File: config.mk
export PLATFORM = sky130hd
export DESIGN_NAME = mux_scan_sequencer_flat
export DESIGN_NICKNAME = d
export VERILOG_FILES = /design/src/rtl/mux_scan_sequencer_pkg.sv /design/src/rtl/mux_scan_sequencer_if.sv /design/src/rtl/mux_scan_sequencer_mask_next_channel.sv /design/src/rtl/mux_scan_sequencer.sv /design/src/flat_wrapper.sv
export SDC_FILE = /design/constraint.sdc
export NUM_CORES = 1
export LEC_CHECK = 0
export ABC_AREA = 1
export BUFFER_PORTS_ARGS = -buffer_cell sky130_fd_sc_hd__buf_2
export CORE_MARGIN = 5
export CORE_UTILIZATION = 50
export DETAILED_ROUTE_END_ITERATION = 10
export MAX_ROUTING_LAYER = met4
export PLACE_DENSITY = 0.71
export RECOVER_POWER = 100
export SLEW_MARGIN = 40
export SYNTH_ARGS = -nofsm -noshare
export SYNTH_HDL_FRONTEND = slang
export SYNTH_HIERARCHICAL = 1
export SYNTH_SLANG_ARGS = --single-unit
File: constraint.sdc
create_clock -name clk -period 2.35 [get_ports clk]
set_input_delay 0.235 -clock clk [delete_from_list [all_inputs] [get_ports clk]]
set_output_delay 0.235 -clock clk [all_outputs]
set_load 0.03 [all_outputs]
File: src/rtl/mux_scan_sequencer_pkg.sv
// Shared definitions for the mux scan sequencer: channel geometry and FSM state encoding.
package mux_scan_sequencer_pkg;
    localparam int N_CH  = 4;
    localparam int SEL_W = 2;

    typedef enum logic {
        ST_IDLE = 1'b0,
        ST_SCAN = 1'b1
    } state_t;
endpackage

File: src/rtl/mux_scan_sequencer_if.sv
// Control/select bundle between a scan controller (master) and the sequencer (slave).
interface mux_scan_sequencer_if #(
    parameter int DWELL_W = 8
);
    import mux_scan_sequencer_pkg::*;

    logic               start;
    logic               abort;
    logic               continuous;
    logic [N_CH-1:0]    mask;
    logic [DWELL_W-1:0] dwell;
    logic               y;
    logic               s0;
    logic               s1;
    logic               busy;
    logic               done;
    logic [N_CH-1:0]    sample;

    modport master (
        output start, abort, continuous, mask, dwell, y,
        input  s0, s1, busy, done, sample
    );

    modport slave (
        input  start, abort, continuous, mask, dwell, y,
        output s0, s1, busy, done, sample
    );
endinterface

File: src/rtl/mux_scan_sequencer_mask_next_channel.sv
// Finds the next higher enabled channel after i_cur, or the lowest enabled one when i_wrap is set.
module mask_next_channel
    import mux_scan_sequencer_pkg::*;
(
    input  logic [N_CH-1:0]  i_mask,
    input  logic [SEL_W-1:0] i_cur,
    input  logic             i_wrap,
    output logic [SEL_W-1:0] o_next,
    output logic             o_none
);
    // Descending walk so the last hit is the lowest qualifying channel.
    always_comb begin
        o_next = i_cur;
        o_none = 1'b1;
        for (int i = N_CH - 1; i >= 0; i--) begin
            if (i_mask[i] && (i_wrap || (i > int'(i_cur)))) begin
                o_next = SEL_W'(i);
                o_none = 1'b0;
            end
        end
    end
endmodule

File: src/rtl/mux_scan_sequencer.sv
// Scan sequencer driving the 4:1 mux selects; define SCAN_CAPTURE_EN to build the y snapshot register.
module mux_scan_sequencer
    import mux_scan_sequencer_pkg::*;
#(
    parameter int DWELL_W = 8
)
(
    input  logic                 clk,
    input  logic                 rst,
    mux_scan_sequencer_if.slave  bus
);
    state_t             r_state, w_state;
    logic [SEL_W-1:0]   r_sel, w_sel;
    logic [DWELL_W-1:0] r_cnt, w_cnt;
    logic [DWELL_W-1:0] r_dwell, w_dwell;
    logic [N_CH-1:0]    r_mask, w_mask;
    logic               r_done, w_done;
    logic               w_capture;
    logic [SEL_W-1:0]   w_next_sel, w_first_sel;
    logic               w_next_none, w_first_none;

    function automatic logic [DWELL_W-1:0] dwell_floor(input logic [DWELL_W-1:0] d);
        return (d == '0) ? DWELL_W'(1) : d;
    endfunction

    // Advance within the latched mask; the second lookup serves start and wrap from the live mask.
    mask_next_channel u_next (
        .i_mask (r_mask),
        .i_cur  (r_sel),
        .i_wrap (1'b0),
        .o_next (w_next_sel),
        .o_none (w_next_none)
    );

    mask_next_channel u_first (
        .i_mask (bus.mask),
        .i_cur  (r_sel),
        .i_wrap (1'b1),
        .o_next (w_first_sel),
        .o_none (w_first_none)
    );

    always_ff @(posedge clk or posedge rst) begin
        if (rst) begin
            r_state <= ST_IDLE;
            r_sel   <= '0;
            r_cnt   <= '0;
            r_dwell <= '0;
            r_mask  <= '0;
            r_done  <= 1'b0;
        end else begin
            r_state <= w_state;
            r_sel   <= w_sel;
            r_cnt   <= w_cnt;
            r_dwell <= w_dwell;
            r_mask  <= w_mask;
            r_done  <= w_done;
        end
    end

    always_comb begin
        w_state   = r_state;
        w_sel     = r_sel;
        w_cnt     = r_cnt;
        w_dwell   = r_dwell;
        w_mask    = r_mask;
        w_done    = 1'b0;
        w_capture = 1'b0;
        case (r_state)
            ST_IDLE: begin
                if (bus.start) begin
                    if (w_first_none) begin
                        w_done = 1'b1;
                    end else begin
                        w_mask  = bus.mask;
                        w_dwell = bus.dwell;
                        w_sel   = w_first_sel;
                        w_cnt   = dwell_floor(bus.dwell);
                        w_state = ST_SCAN;
                    end
                end
            end
            ST_SCAN: begin
                if (bus.abort) begin
                    w_state = ST_IDLE;
                    w_cnt   = '0;
                end else if (r_cnt > DWELL_W'(1)) begin
                    w_cnt = r_cnt - DWELL_W'(1);
                end else begin
                    w_capture = 1'b1;
                    if (!w_next_none) begin
                        w_sel = w_next_sel;
                        w_cnt = dwell_floor(r_dwell);
                    end else begin
                        w_done = 1'b1;
                        if (bus.continuous && !w_first_none) begin
                            w_mask  = bus.mask;
                            w_dwell = bus.dwell;
                            w_sel   = w_first_sel;
                            w_cnt   = dwell_floor(bus.dwell);
                        end else begin
                            w_state = ST_IDLE;
                            w_cnt   = '0;
                        end
                    end
                end
            end
            default: w_state = ST_IDLE;
        endcase
    end

`ifdef SCAN_CAPTURE_EN
    logic [N_CH-1:0] r_sample;

    always_ff @(posedge clk or posedge rst) begin
        if (rst) begin
            r_sample <= '0;
        end else if (w_capture) begin
            r_sample[r_sel] <= bus.y;
        end
    end

    assign bus.sample = r_sample;
`else
    logic w_unused_capture;
    assign w_unused_capture = bus.y ^ w_capture;
    assign bus.sample       = '0;
`endif

    assign bus.s1   = r_sel[1];
    assign bus.s0   = r_sel[0];
    assign bus.busy = (r_state == ST_SCAN);
    assign bus.done = r_done;
endmodule

File: src/flat_wrapper.sv
// flat-port wrapper written by rule: the top's interface ports become plain ports
module mux_scan_sequencer_flat import mux_scan_sequencer_pkg::*;
#(
    parameter int DWELL_W = 8
)
  (clk, rst, bus_start, bus_abort, bus_continuous, bus_mask, bus_dwell, bus_y, bus_s0, bus_s1, bus_busy, bus_done, bus_sample);
  mux_scan_sequencer_if #(.DWELL_W(DWELL_W)) bus_i ();
  input  logic clk;
  input  logic rst;
  input wire logic [$bits(bus_i.start)-1:0] bus_start;
  input wire logic [$bits(bus_i.abort)-1:0] bus_abort;
  input wire logic [$bits(bus_i.continuous)-1:0] bus_continuous;
  input wire logic [$bits(bus_i.mask)-1:0] bus_mask;
  input wire logic [$bits(bus_i.dwell)-1:0] bus_dwell;
  input wire logic [$bits(bus_i.y)-1:0] bus_y;
  output wire logic [$bits(bus_i.s0)-1:0] bus_s0;
  output wire logic [$bits(bus_i.s1)-1:0] bus_s1;
  output wire logic [$bits(bus_i.busy)-1:0] bus_busy;
  output wire logic [$bits(bus_i.done)-1:0] bus_done;
  output wire logic [$bits(bus_i.sample)-1:0] bus_sample;
  assign bus_i.start = bus_start;
  assign bus_i.abort = bus_abort;
  assign bus_i.continuous = bus_continuous;
  assign bus_i.mask = bus_mask;
  assign bus_i.dwell = bus_dwell;
  assign bus_i.y = bus_y;
  assign bus_s0 = bus_i.s0;
  assign bus_s1 = bus_i.s1;
  assign bus_busy = bus_i.busy;
  assign bus_done = bus_i.done;
  assign bus_sample = bus_i.sample;
  mux_scan_sequencer #(.DWELL_W(DWELL_W)) u_core (.clk(clk), .rst(rst), .bus(bus_i));
endmodule
==> metrics <==
run status finished, final reports clean; antenna cells 0; number of flops mapped to enable cells by yosys 0; WHS Path Cells 3; Starting Density 0.525; overall routing resource usage 0.158; drc violations 0; buffer type at the clock tree root sky130_fd_sc_hd__clkbuf_4; register-to-register path setup slack 320 ps; sequential cell area in the final layout 601 sq um; area of the mapped netlist 1780 sq um; cell depth of the worst flop-to-flop path 11; insertion delay to the later sink of the worst-skew pair between 300 and 400 ps; data arrival time of the critical path between 2000 and 2500 ps; most frequent CP cell sky130_fd_sc_hd__nand2_1; Remaining Overflow, GRT 0; post-layout utilization of the core 0.566; CP Cell Sequence nand3_1 -> nand2_1 -> nand2_1 -> nor2_1 -> inv_1 -> buf_4 -> nor2_4 -> nand2_1 -> a31oi_1 -> nand2_1 -> a21oi_1; Final Max Slew Viols 0; remaining antenna violation count 0; Crit Reg-Reg Startpoint u_core/r_sel[1]; number of distinct library cells after synthesis 31; clock sinks 24; number of buffers added by the clock tree synthesis step 3; count of filler cells inserted in the layout approximately 350; worst voltage drop across the vdd grid around 0.48 mV; die outline height between 60 and 70 microns; Least-Margin Pin Slew between 1000 and 1500 ps; total core area between 3000 and 4000 sq um; RD Place Congestion 0.805; maximum number of pins on one net before global-route repair 25; maximum buffer depth of the clock tree 2; first-iteration detailed-routing DRC count 60; global-route wire length before repair between 6000 and 7000 microns; Worst setup endpoint u_core/r_cnt[5]; minimum clock period after layout between 2000 and 2500 ps; worst slew margin relative to its limit 0.136; CP max-delay cell sky130_fd_sc_hd__dfrtp_1; width of the die about 70 microns; total of endpoints with negative setup slack in the final report 0; path class of the lowest-slack min-delay path input pin to flip-flop; top_reg_cell synth sky130_fd_sc_hd__dfrtp_1; final wirelength about 3600 microns; layout cell share with drive strength beyond 1 0.164; area fraction of the dominant cell type after synthesis 0.338; detailed placement HPWL about 2800 microns; unrepaired setup endpoints after global routing false; type of element launching the critical path flip-flop; endpoint of the worst-slack reg-to-reg timing path u_core/r_cnt[5]; final-stage net count a little under 300; launching element of the worst setup path u_core/r_sel[1]; area of the multi-input gates roughly 950 sq um; number of top-level pins 26; detailed-route vias per instance a little under 5; deepest level of the CTS H-tree 1; share of synthesized flip-flops with an asynchronous set or reset 1.00; number of warnings reported in the yosys synthesis log 6; CTS tree yes; post-CTS setup buffer count 0; worst clock skew 4.40 ps; sequential-to-total area share from yosys stat 0.338; area grow syn2layout 7.74%; power per cell area ~1000 nW/um^2; number of max-capacitance violations reported 0; mean instance size in the synthesized netlist between 7 and 8 sq um; number of endpoints with negative hold slack in the final report 0; Worst Path Max Fanout 10; biggest area contributors in the synthesized netlist sky130_fd_sc_hd__dfrtp_1 (34%), sky130_fd_sc_hd__nand2_1 (14%), sky130_fd_sc_hd__inv_1 (6.5%), sky130_fd_sc_hd__nand3_1 (6.5%), sky130_fd_sc_hd__o21ai_2 (6.4%); share of the clock period used by the worst path after layout 0.865; CTS Hold Buffers Added 1; cells resized by post-CTS repair 0; Critical Setup Path Class flip-flop to flip-flop; Synth Instances approximately 250; Setup TNS 0 ps; initial antenna violation count 0; top cell type by total area after synthesis sky130_fd_sc_hd__dfrtp_1; number of placement rows 21; Die Footprint around 4900 sq um; total via count after detailed routing ~1600; WL/cell approximately 11 microns; type of element capturing the critical path flip-flop; drt first pass iters 4; beginning of the worst hold path bus_mask[0]; standby leakage power 0.979 nW; clock transition at the register clock pins on the worst setup and hold paths after CTS ~140 ps; largest incremental delay on the critical path 580 ps; vias in the first global route roughly 1500; port buffer count 20; critical path data required time around 2600 ps; f_max approximately 500 MHz; post-synthesis register bit count 24
==> layout make-up <==
cell class / count / share of cell area
Clock buffer: 3 / 0.0117
Clock inverter: 1 / 0.0157
Inverter: 34 / 0.0666
Multi-Input combinational cell: 187 / 0.494
Sequential cell: 24 / 0.313
Tap cell: 46 / 0.0300
Timing Repair Buffer: 25 / 0.0685
==> how the worst min path moves through the flow <==
stage | to | slack [ps]
4_1_cts | u_core/r_mask[0] | 150
3_3_place_gp | u_core/r_dwell[7] | 300
2_1_floorplan | u_core/bus.busy | 250
6_report | u_core/r_mask[0] | 160
3_5_place_dp | u_core/r_dwell[4] | 300
5_1_grt | u_core/r_mask[1] | 160
==> worst max-delay path: cells and delay by family (launching register included) <==
family                 cells  cell delay (ps)
and+or+nand+nor            7              800
DFF                        1              580
AOI/OAI and AO/OA          2              320
buffers and inverters      2              270
==> registers in the layout, indices dropped and copies added, names as in the netlist <==
| signal | count |
|---|---|
| u_core/bus.busy | 1 |
| u_core/bus.done | 1 |
| u_core/r_cnt | 8 |
| u_core/r_dwell | 8 |
| u_core/r_mask | 4 |
| u_core/r_sel | 2 |
==> cell usage after synthesis, types with 3 or more instances <==
cell,number
sky130_fd_sc_hd__nand2_1,64
sky130_fd_sc_hd__inv_1,31
sky130_fd_sc_hd__dfrtp_1,24
sky130_fd_sc_hd__nand3_1,23
sky130_fd_sc_hd__nor2_1,22
sky130_fd_sc_hd__a21oi_1,14
sky130_fd_sc_hd__o21ai_2,13
sky130_fd_sc_hd__o21ai_0,10
sky130_fd_sc_hd__nand2_2,6
sky130_fd_sc_hd__a22oi_1,4
sky130_fd_sc_hd__buf_4,4
sky130_fd_sc_hd__buf_6,3
sky130_fd_sc_hd__inv_2,3
==> cells by family after synthesis <==
family,Yosys count,synth area share
AO/OA/AOI/OAI,45,0.166
AND/OR/NAND/NOR,129,0.347
other,2,0.00422
XOR/XNOR,1,0.00492
buffers and inverters,44,0.115
multiplexers,2,0.0113
adder cells (fa/ha/maj),2,0.0141
flip-flops,24,0.338
==> stage by stage <==
step / setup slack [ps] / power [W] / instance area (sq um) / std cells / hold slack [ps]
after CTS: 243 / 0.00206 / 1970 / 320 / 150
after detailed placement: 269 / 0.00175 / 1910 / 315 / 297
after global placement: 311 / 0.00173 / 1910 / 315 / 300
after global routing: 146 / 0.00216 / 1920 / 320 / 160
after floorplan: 412 / 0.00156 / 1800 / 255 / 250
final: 318 / 0.00198 / 1920 / 320 / 157
==> layer usage <==
layer  vias to the layer above  GRT usage  wire length, microns
met2                        23      0.264                  1750
met1                       721      0.203                  1750
met5                         -          -                     0
met4                         0     0.0511                    34
met3                         2     0.0130                   115
li1                        832          -                     -
==> power by group <==
| part | leakage (nW) | internal, W | switching, W |
|---|---|---|---|
| Sequential | 0.295 | 0.000579 | 0.000175 |
| Combinational | 0.657 | 0.000345 | 0.000576 |
| Clock | 0.0279 | 0.000172 | 0.000132 |
==> cell usage in the layout, fill, tap and decap left out <==
| cell | netlist | layout |
|---|---|---|
| sky130_fd_sc_hd__a21oi_1 | 14 | 14 |
| sky130_fd_sc_hd__a21oi_2 | 2 | 2 |
| sky130_fd_sc_hd__a22oi_1 | 4 | 4 |
| sky130_fd_sc_hd__a31oi_1 | 1 | 1 |
| sky130_fd_sc_hd__buf_2 | 2 | 16 |
| sky130_fd_sc_hd__buf_4 | 4 | 3 |
| sky130_fd_sc_hd__bufinv_16 | 0 | 1 |
| sky130_fd_sc_hd__clkbuf_1 | 1 | 5 |
| sky130_fd_sc_hd__clkbuf_4 | 0 | 3 |
| sky130_fd_sc_hd__conb_1 | 2 | 8 |
| sky130_fd_sc_hd__dfrtp_1 | 24 | 24 |
| sky130_fd_sc_hd__dlygate4sd3_1 | 0 | 1 |
| sky130_fd_sc_hd__ha_1 | 2 | 2 |
| sky130_fd_sc_hd__inv_1 | 31 | 31 |
| sky130_fd_sc_hd__inv_2 | 3 | 3 |
| sky130_fd_sc_hd__mux2i_1 | 2 | 2 |
| sky130_fd_sc_hd__nand2_1 | 64 | 64 |
| sky130_fd_sc_hd__nand2_2 | 6 | 6 |
| sky130_fd_sc_hd__nand2_4 | 2 | 2 |
| sky130_fd_sc_hd__nand3_1 | 23 | 23 |
| sky130_fd_sc_hd__nand3_2 | 2 | 2 |
| sky130_fd_sc_hd__nand3_4 | 1 | 1 |
| sky130_fd_sc_hd__nand3b_1 | 1 | 1 |
| sky130_fd_sc_hd__nand4_1 | 1 | 1 |
| sky130_fd_sc_hd__nor2_1 | 22 | 23 |
| sky130_fd_sc_hd__nor2_2 | 2 | 2 |
| sky130_fd_sc_hd__nor2_4 | 2 | 1 |
| sky130_fd_sc_hd__nor2_8 | 1 | 1 |
| sky130_fd_sc_hd__o211ai_1 | 1 | 1 |
| sky130_fd_sc_hd__o21ai_0 | 10 | 21 |
| sky130_fd_sc_hd__o21ai_2 | 13 | 2 |
| sky130_fd_sc_hd__or2_0 | 2 | 2 |
| sky130_fd_sc_hd__xor2_1 | 1 | 1 |
No activity file was read; power rests on OpenSTA's default activity.
